## config.mk

```make
export PLATFORM = sky130hd
export DESIGN_NAME = gpio_bank
export DESIGN_NICKNAME = d
export VERILOG_FILES = /design/src/rtl/gpio_bank.sv
export SDC_FILE = /design/constraint.sdc
export NUM_CORES = 1
export LEC_CHECK = 0
export CAP_MARGIN = 5
export CORE_MARGIN = 2
export CORE_UTILIZATION = 57
export CTS_CLUSTER_DIAMETER = 80
export DETAILED_ROUTE_END_ITERATION = 8
export PLACE_DENSITY = 0.95
export SLEW_MARGIN = 15
export SYNTH_ARGS = -nofsm -noshare
export SYNTH_HDL_FRONTEND = slang
export SYNTH_SLANG_ARGS = --single-unit
export TNS_END_PERCENT = 30
```

## constraint.sdc

```tcl
create_clock -name clk -period 2.9 [get_ports clk]
set_clock_uncertainty 0.05 [all_clocks]
set_input_delay 0.58 -clock clk [delete_from_list [all_inputs] [get_ports clk]]
set_output_delay 0.58 -clock clk [all_outputs]
set_load 0.02 [all_outputs]
```

## src/rtl/gpio_bank.sv

```systemverilog
// gpio_bank: parametrised GPIO port with per-bit output enable, atomic
// set/clear, synchronised and debounced inputs, and edge event flags that
// raise a level interrupt.
`timescale 1ns/1ps

module gpio_bank #(
   parameter int unsigned WIDTH    = 8,
   parameter int unsigned DEB_BITS = 4,
   parameter int unsigned PRESCALE = 25
) (
   input  logic             clk,
   input  logic             rst,
   input  logic             sel,
   input  logic             wr,
   input  logic             rd,
   input  logic [2:0]       addr,
   input  logic [31:0]      wdata,
   output logic [31:0]      rdata,
   input  logic [WIDTH-1:0] pin_i,
   output logic [WIDTH-1:0] pin_o,
   output logic [WIDTH-1:0] pin_oe,
   output logic             irq
);

   localparam int unsigned       PRE_W     = (PRESCALE > 1) ? $clog2(PRESCALE) : 1;
   localparam logic [PRE_W-1:0]  PRE_LAST  = PRE_W'(PRESCALE - 1);
   localparam logic [DEB_BITS-1:0] CNT_ONES = '1;
   // The flip happens on the tick that would take the counter to all-ones.
   localparam logic [DEB_BITS-1:0] CNT_LAST = CNT_ONES - DEB_BITS'(1);

   localparam logic [2:0] ADDR_DATA  = 3'd0;
   localparam logic [2:0] ADDR_OE    = 3'd1;
   localparam logic [2:0] ADDR_SET   = 3'd2;
   localparam logic [2:0] ADDR_CLR   = 3'd3;
   localparam logic [2:0] ADDR_RISE  = 3'd4;
   localparam logic [2:0] ADDR_FALL  = 3'd5;
   localparam logic [2:0] ADDR_EVENT = 3'd6;
   localparam logic [2:0] ADDR_IRQEN = 3'd7;

   logic [WIDTH-1:0]    r_pin_o;
   logic [WIDTH-1:0]    r_pin_oe;
   logic [WIDTH-1:0]    r_rise_en;
   logic [WIDTH-1:0]    r_fall_en;
   logic [WIDTH-1:0]    r_irq_en;
   logic [WIDTH-1:0]    r_event;
   logic [WIDTH-1:0]    r_s1;
   logic [WIDTH-1:0]    r_s2;
   logic [WIDTH-1:0]    r_deb;
   logic [WIDTH-1:0]    r_deb_q;
   logic [DEB_BITS-1:0] r_cnt [WIDTH];
   logic [PRE_W-1:0]    r_pre;
   logic                r_irq;

   logic                w_we;
   logic [WIDTH-1:0]    w_wd;
   logic [WIDTH-1:0]    w_w1c;
   logic [WIDTH-1:0]    w_rise;
   logic [WIDTH-1:0]    w_fall;
   logic                w_tick;
   logic                w_unused;

   assign w_we     = sel & wr;
   assign w_wd     = wdata[WIDTH-1:0];
   assign w_w1c    = (w_we && (addr == ADDR_EVENT)) ? w_wd : '0;
   assign w_rise   = r_deb & ~r_deb_q & r_rise_en;
   assign w_fall   = ~r_deb & r_deb_q & r_fall_en;
   assign w_tick   = (r_pre == PRE_LAST);
   // Reads have no side effects, so the read strobe and the upper write bits are not needed.
   assign w_unused = ^{rd, wdata};

   // CPU-writable control registers and the output latch.
   always_ff @(posedge clk) begin
      if (!rst) begin
         r_pin_o   <= '0;
         r_pin_oe  <= '0;
         r_rise_en <= '0;
         r_fall_en <= '0;
         r_irq_en  <= '0;
      end else if (w_we) begin
         case (addr)
            ADDR_DATA:  r_pin_o   <= w_wd;
            ADDR_OE:    r_pin_oe  <= w_wd;
            ADDR_SET:   r_pin_o   <= r_pin_o | w_wd;
            ADDR_CLR:   r_pin_o   <= r_pin_o & ~w_wd;
            ADDR_RISE:  r_rise_en <= w_wd;
            ADDR_FALL:  r_fall_en <= w_wd;
            ADDR_IRQEN: r_irq_en  <= w_wd;
            default:    ;
         endcase
      end
   end

   // Two-flop synchroniser for the asynchronous pad inputs.
   always_ff @(posedge clk) begin
      if (!rst) begin
         r_s1 <= '0;
         r_s2 <= '0;
      end else begin
         r_s1 <= pin_i;
         r_s2 <= r_s1;
      end
   end

   // Debounce tick prescaler, wraps at PRESCALE-1.
   always_ff @(posedge clk) begin
      if (!rst) begin
         r_pre <= '0;
      end else if (w_tick) begin
         r_pre <= '0;
      end else begin
         r_pre <= r_pre + PRE_W'(1);
      end
   end

   // Per-bit debounce: any return to the current level restarts the count.
   always_ff @(posedge clk) begin
      if (!rst) begin
         r_deb <= '0;
         for (int i = 0; i < int'(WIDTH); i++) r_cnt[i] <= '0;
      end else begin
         for (int i = 0; i < int'(WIDTH); i++) begin
            if (r_s2[i] != r_deb[i]) begin
               if (w_tick) begin
                  if (r_cnt[i] == CNT_LAST) begin
                     r_deb[i] <= r_s2[i];
                     r_cnt[i] <= '0;
                  end else begin
                     r_cnt[i] <= r_cnt[i] + DEB_BITS'(1);
                  end
               end
            end else begin
               r_cnt[i] <= '0;
            end
         end
      end
   end

   // Sticky edge flags; a new edge wins over a same-cycle clear.
   always_ff @(posedge clk) begin
      if (!rst) begin
         r_deb_q <= '0;
         r_event <= '0;
      end else begin
         r_deb_q <= r_deb;
         r_event <= (r_event & ~w_w1c) | w_rise | w_fall;
      end
   end

   // Level interrupt from any enabled pending flag.
   always_ff @(posedge clk) begin
      if (!rst) begin
         r_irq <= 1'b0;
      end else begin
         r_irq <= |(r_event & r_irq_en);
      end
   end

   // Register read mux, zero-extended to the bus width.
   always_comb begin
      rdata = '0;
      case (addr)
         ADDR_DATA:  rdata = 32'(r_deb);
         ADDR_OE:    rdata = 32'(r_pin_oe);
         ADDR_SET:   rdata = 32'(r_pin_o);
         ADDR_CLR:   rdata = 32'(r_pin_o);
         ADDR_RISE:  rdata = 32'(r_rise_en);
         ADDR_FALL:  rdata = 32'(r_fall_en);
         ADDR_EVENT: rdata = 32'(r_event);
         ADDR_IRQEN: rdata = 32'(r_irq_en);
         default:    rdata = '0;
      endcase
   end

   assign pin_o  = r_pin_o;
   assign pin_oe = r_pin_oe;
   assign irq    = r_irq;

endmodule

```

# [After elaboration in Yosys (flattened, before gate mapping)]
# Memory sizes are Yosys's and may differ from the RTL's.
# Index checks and enable logic that the tools add are counted.
[word_totals] regBits=86 memories=1 ramBits=32 input_bits=48 output_inout_bits=49
[mem_list] name="r_cnt" depth=8 word_bits=4 rd=8 rd_ports_with_merged_regs=0 wr=8 line_no="50" source="logic [DEB_BITS-1:0] r_cnt [WIDTH];"
[op_classes] n_mux=132 n_addsub=9 eq_ne=24 n_reduce_logical=19 n_bitwise=40
[ops] operator="$pmux W32 S7" count=1
[ops] operator="$mux W1" count=105
[ops] operator="$mux W4" count=24
[ops] operator="$and A8 B8 Y8" count=7
[ops] operator="$add A4 B1 Y4 const B" count=8
[ops] operator="$eq A4 B4 Y1 const B" count=8
[ops] operator="$not A8 Y8" count=4
[ops] operator="$or A1 B1 Y1" count=24
[ops] operator="$or A8 B8 Y8" count=3
[ops] operator="$pmux W8 S3" count=1
[ops] operator="$reduce_and A3 Y1" count=8
[ops] operator="$eq A3 B3 Y1 const B" count=4
[ops] operator="$reduce_and A2 Y1" count=5
[ops] operator="$mux W8" count=1
[ops] operator="$ne A1 B1 Y1" count=8
[ops] operator="$reduce_or A8 Y1" count=1
[ops] operator="$eq A3 B2 Y1 const B" count=2
[ops] operator="$add A5 B1 Y5 const B" count=1
[ops] operator="$eq A5 B5 Y1 const B" count=1
[ops] operator="$reduce_or A2 Y1" count=2
[ops] operator="$eq A3 B1 Y1 const B" count=1
[ops] operator="$logic_not A3 Y1" count=1
[ops] operator="$reduce_bool A3 Y1" count=1
[ops] operator="$and A1 B1 Y1" count=1
[ops] operator="2 further kinds" count=2

# [Logic depth before layout (Yosys ltp)]
[logic_depth] depth_word=9 depth_mapped=8

# [Least setup slack after synthesis]
# No wires, ideal clock.
[synth_timing] path_type="in2out" from="in addr[2]" to="out rdata[4]" slack_ns=0.673 t_required_ns=2.270 t_arrival_ns=1.597 path_stages=6 cell_sequence="buf_2 -> buf_2 -> buf_2 -> a31oi_1 -> o22ai_1 -> o22a_1"
[synth_via] elab_chain_len=3 word_cells_on_any_way=10 classes_between="eq/ne: 7; mux: 1; reduce/logical: 2"
[synth_rtl] item="from (decl)" line_no="16" source="input logic [2:0] addr,"
[synth_rtl] item="$eq A3 B2 Y1" line_no="161" source="case (addr)"
[synth_rtl] item="$reduce_or A2 Y1 (no source line)"
[synth_rtl] item="$pmux W32 S7 *" line_no="161"
[synth_rtl] item="to (decl)" line_no="18" source="output logic [31:0] rdata,"
# Mark *: on every way between the ends. The rest lies on a longest branch, timed or not. The select of a mux whose other input is x is not followed.

# [Final worst setup path]
[layout_timing] from="in addr[0]" to="out rdata[3]"
# Same word-level chain as after synthesis.

==> summary.txt <==
Status
  • Status: complete, but fails checks
  • Failing checks: negative setup slack

GRT
  • Initial antenna violation count: 0
  • Grt ovf: 0
  • GRT Total Usage: 30.4%
  • Largest net degree at the start of global routing: 26
  • Number of global-route vias before repair: 4884
  • First-pass GRT wire length: 24.0 mm

Worst setup path
  • Critical path peak fanout: 16
  • Startpoint types: input pin
  • Critical R2R Launch: r_pre[0]$_SDFF_PP0_
  • Critical Path AT: 2.34 ns
  • Setup CP Type: in2out
  • R2r setup slk: 0.63 ns
  • WP data required: 2.27 ns
  • R2R Path End: r_cnt[0][10]$_SDFFCE_PP0P_
  • Crit end category: primary output
  • R2R cell count: 6

Timing
  • Fin crit period: 2.97 ns
  • RSZ-0062 raised after global routing: yes
  • Slew Viols, Final: 0
  • Slew margin rel.: 62.8%
  • Setup ws final: -0.0682 ns
  • Setup_tns: -0.0732 ns
  • FMAX: 0.337 GHz
  • Worst Tran Pin Value: 0.555 ns
  • Setup violators final: 2
  • Final hold vios: 0
  • Hold Worst Slack: 0.380 ns
  • Final period utilization: 102%

Pwr
  • Leakage: 2.65 nW
  • PD cells: 620 nW/um^2
  • Total power: 0.00420 W
  • Peak VDD IR: 456 uV

Logic synthesis
  • Ys flop type: dfxtp_1
  • Sequential fraction of the synthesis area: 48.6%
  • Synthesized area per cell: 9.52 sq um
  • Distinct cells, synth: 47
  • Syn Inst Count: 580
  • Synthesized flop and latch total: 118
  • Post-synth EDFFs: 32
  • YS warnings: 0
  • Synth Cell Area: 5520 sq um
  • Post-synth ARST share: 0%

CTS
  • # Post-CTS Setup Buffers: 0
  • TritonCTS clock tree: built
  • Clock buffer depth: 2
  • Register clock-pin slew on the reported worst setup and hold paths: 0.06 ns
  • CTS sink count: 118
  • Total CTS buffers: 17
  • CTS H-Tree Depth: 4
  • Clk root buf: clkbuf_8
  • Clk_lat worst skew: 0.54 ns
  • Post-CTS Hold Fix Bufs: 0

Worst hold path
  • Cell count of the worst hold path: 1
  • Hold path startpoint: r_s1[4]$_SDFF_PN0_
  • Worst hold endpoint: r_s2[4]$_SDFF_PN0_
  • Min-Delay Path Class: reg2reg

Drt
  • WL final: 15.4 mm
  • DRT iter0 DRCs: 485
  • DR WL/cell: 19.5 um
  • Routed vias/inst: 6.10
  • Post-route ant nets: 0
  • Total number of vias: 4835
  • First drt pass iteration count: 5
  • DRC: 0

Finish
  • Final #Nets: 716
  • Ant diodes: 0
  • Area growth, synth to finish: 22.9%
  • Layout cells sized above 1: 11.3%

Floorplan
  • Die Ht: 102 um
  • Site Rows: 35
  • Die area: 10500 sq um
  • Core area: 9330 sq um
  • Initial core utilization: 59.2%
  • I/O pin count: 97
  • Die W: 102 um

Placed design
  • RD Place Congestion: 0.928
  • IO Port Bufs: 47
  • Place WS: -0.292 ns
  • Post-DP HPWL: 9.36 mm

Flow run
  • Max capacitance violation total: 0
==> cell usage after synthesis, types with 3 or more instances <==
library cell / n / area share (%)
dfxtp_1: 86 / 31
nor2_1: 67 / 4.6
nand2_1: 58 / 3.9
o21ai_0: 38 / 3.4
edfxtp_1: 32 / 17
a21oi_1: 28 / 2.5
nand3_1: 26 / 2.4
and2_1: 25 / 2.8
buf_4: 24 / 3.3
mux2i_1: 24 / 4.4
ha_1: 18 / 4.1
xor2_1: 18 / 2.9
inv_1: 17 / 1.2
clkbuf_1: 12 / 0.82
o22ai_1: 12 / 1.4
buf_2: 9 / 0.82
xnor2_1: 9 / 1.4
a21boi_0: 8 / 1.1
a32o_1: 8 / 1.5
o21a_1: 8 / 1.1
a22oi_1: 6 / 0.82
o22a_1: 6 / 0.95
a221oi_1: 4 / 0.63
nor2b_1: 4 / 0.45
buf_1: 3 / 0.20
nand2b_1: 3 / 0.34
nand4b_1: 3 / 0.48
==> flip-flops by register name, indices dropped and copies added, names as in the netlist <==
signal	flops
r_pre	5
r_deb_q	8
irq	1
r_rise_en	8
r_cnt	32
r_irq_en	8
r_fall_en	8
r_deb	8
pin_o	8
pin_oe	8
r_event	8
r_s2	8
r_s1	8
==> worst max-delay path, stage by stage <==
cell	delay, ns
clkdlybuf4s50_1	0.51
buf_12	0.17
nor2b_1	0.31
a22oi_1	0.11
o21ai_0	0.20
o22a_1	0.18
clkdlybuf4s15_2	0.27
==> metal layers <==
layer | vias up | wire (um) | GRT usage (%)
met3 | 102 | 1330 | 7.59
met4 | 0 | 818 | 18.1
li1 | 2110 | - | -
met1 | 2287 | 5600 | 34.9
met5 | - | 0 | 0
met2 | 336 | 7660 | 51.5
==> area by class of cell <==
| class | count | area (sq um) |
|---|---|---|
| multi-input combinational | 417 | 2560 |
| clock buffer | 18 | 428 |
| tap | 129 | 161 |
| fill | 566 | 2540 |
| sequential | 118 | 2680 |
| timing repair buffer | 78 | 701 |
| inverter | 18 | 67.6 |
| clock inverter | 14 | 181 |
==> where the power goes <==
| group | internal, W | total, W | switching, W | leakage [nW] |
|---|---|---|---|---|
| combinational | 0.000109 | 0.000286 | 0.000177 | 1.27 |
| clock | 0.00141 | 0.00217 | 0.000763 | 0.291 |
| sequential | 0.00172 | 0.00175 | 0.0000272 | 1.08 |
| total | 0.00324 | 0.00420 | 0.000966 | 2.65 |
==> layout by cell type (no fill, tap or decap), types with 2 or more instances in the layout <==
cell type / instances
dlygate4sd2_1: 4
o21a_1: 8
edfxtp_1: 32
clkbuf_8: 2
dfxtp_1: 86
ha_1: 18
nor2_1: 67
nand2b_1: 3
a31oi_1: 2
o22ai_1: 12
conb_1: 24
clkinvlp_4: 2
and3_1: 2
a21boi_0: 8
o32a_1: 2
a221oi_1: 3
bufinv_16: 4
nand4b_1: 3
a22oi_1: 6
nand2_1: 58
clkbuf_2: 2
clkbuf_16: 16
mux2i_1: 24
o21ai_0: 38
xnor2_1: 9
xor2_1: 18
clkinv_1: 4
buf_4: 29
clkdlybuf4s50_1: 38
a32o_1: 8
and2_1: 25
inv_1: 17
a21oi_1: 28
nor2b_1: 3
clkinv_4: 2
nand3_1: 26
o22a_1: 6
==> what timing repair did <==
action,in CTS,in global routing
pin swaps,0,0
gates cloned,0,0
gates resized for setup,16,7
endpoints found under the setup margin,8,8
==> worst max path at each step <==
stage | startpoint | to | slack (ns) | cells after the start
2_1_floorplan | addr[2] | rdata[4] | 0.67 | 6
3_5_place_dp | addr[0] | rdata[3] | -0.29 | 7
4_1_cts | addr[0] | rdata[7] | -0.004 | 5
6_report | addr[0] | rdata[3] | -0.07 | 7
5_1_grt | addr[0] | rdata[3] | -0.05 | 7
3_3_place_gp | addr[1] | rdata[7] | -0.25 | 6
==> cell families after synthesis <==
group	share of synthesized area, %
AND/OR/NAND/NOR	17.0
AO/OA/AOI/OAI	14.6
flip-flops	48.6
buffers and inverters	6.80
XOR/XNOR	4.28
multiplexers	4.56
adder cells (fa/ha/maj)	4.08
other	0.0679
==> through the flow <==
stage | instances | util, % | cell area (sq um)
after floorplan | 603 | - | 5610
after global placement | 760 | 66.2 | 6180
after detailed placement | 760 | 66.2 | 6180
after CTS | 792 | 72.8 | 6790
after global routing | 792 | 72.7 | 6780
final | 792 | 72.7 | 6780
Power figures use the tool's default switching activity.
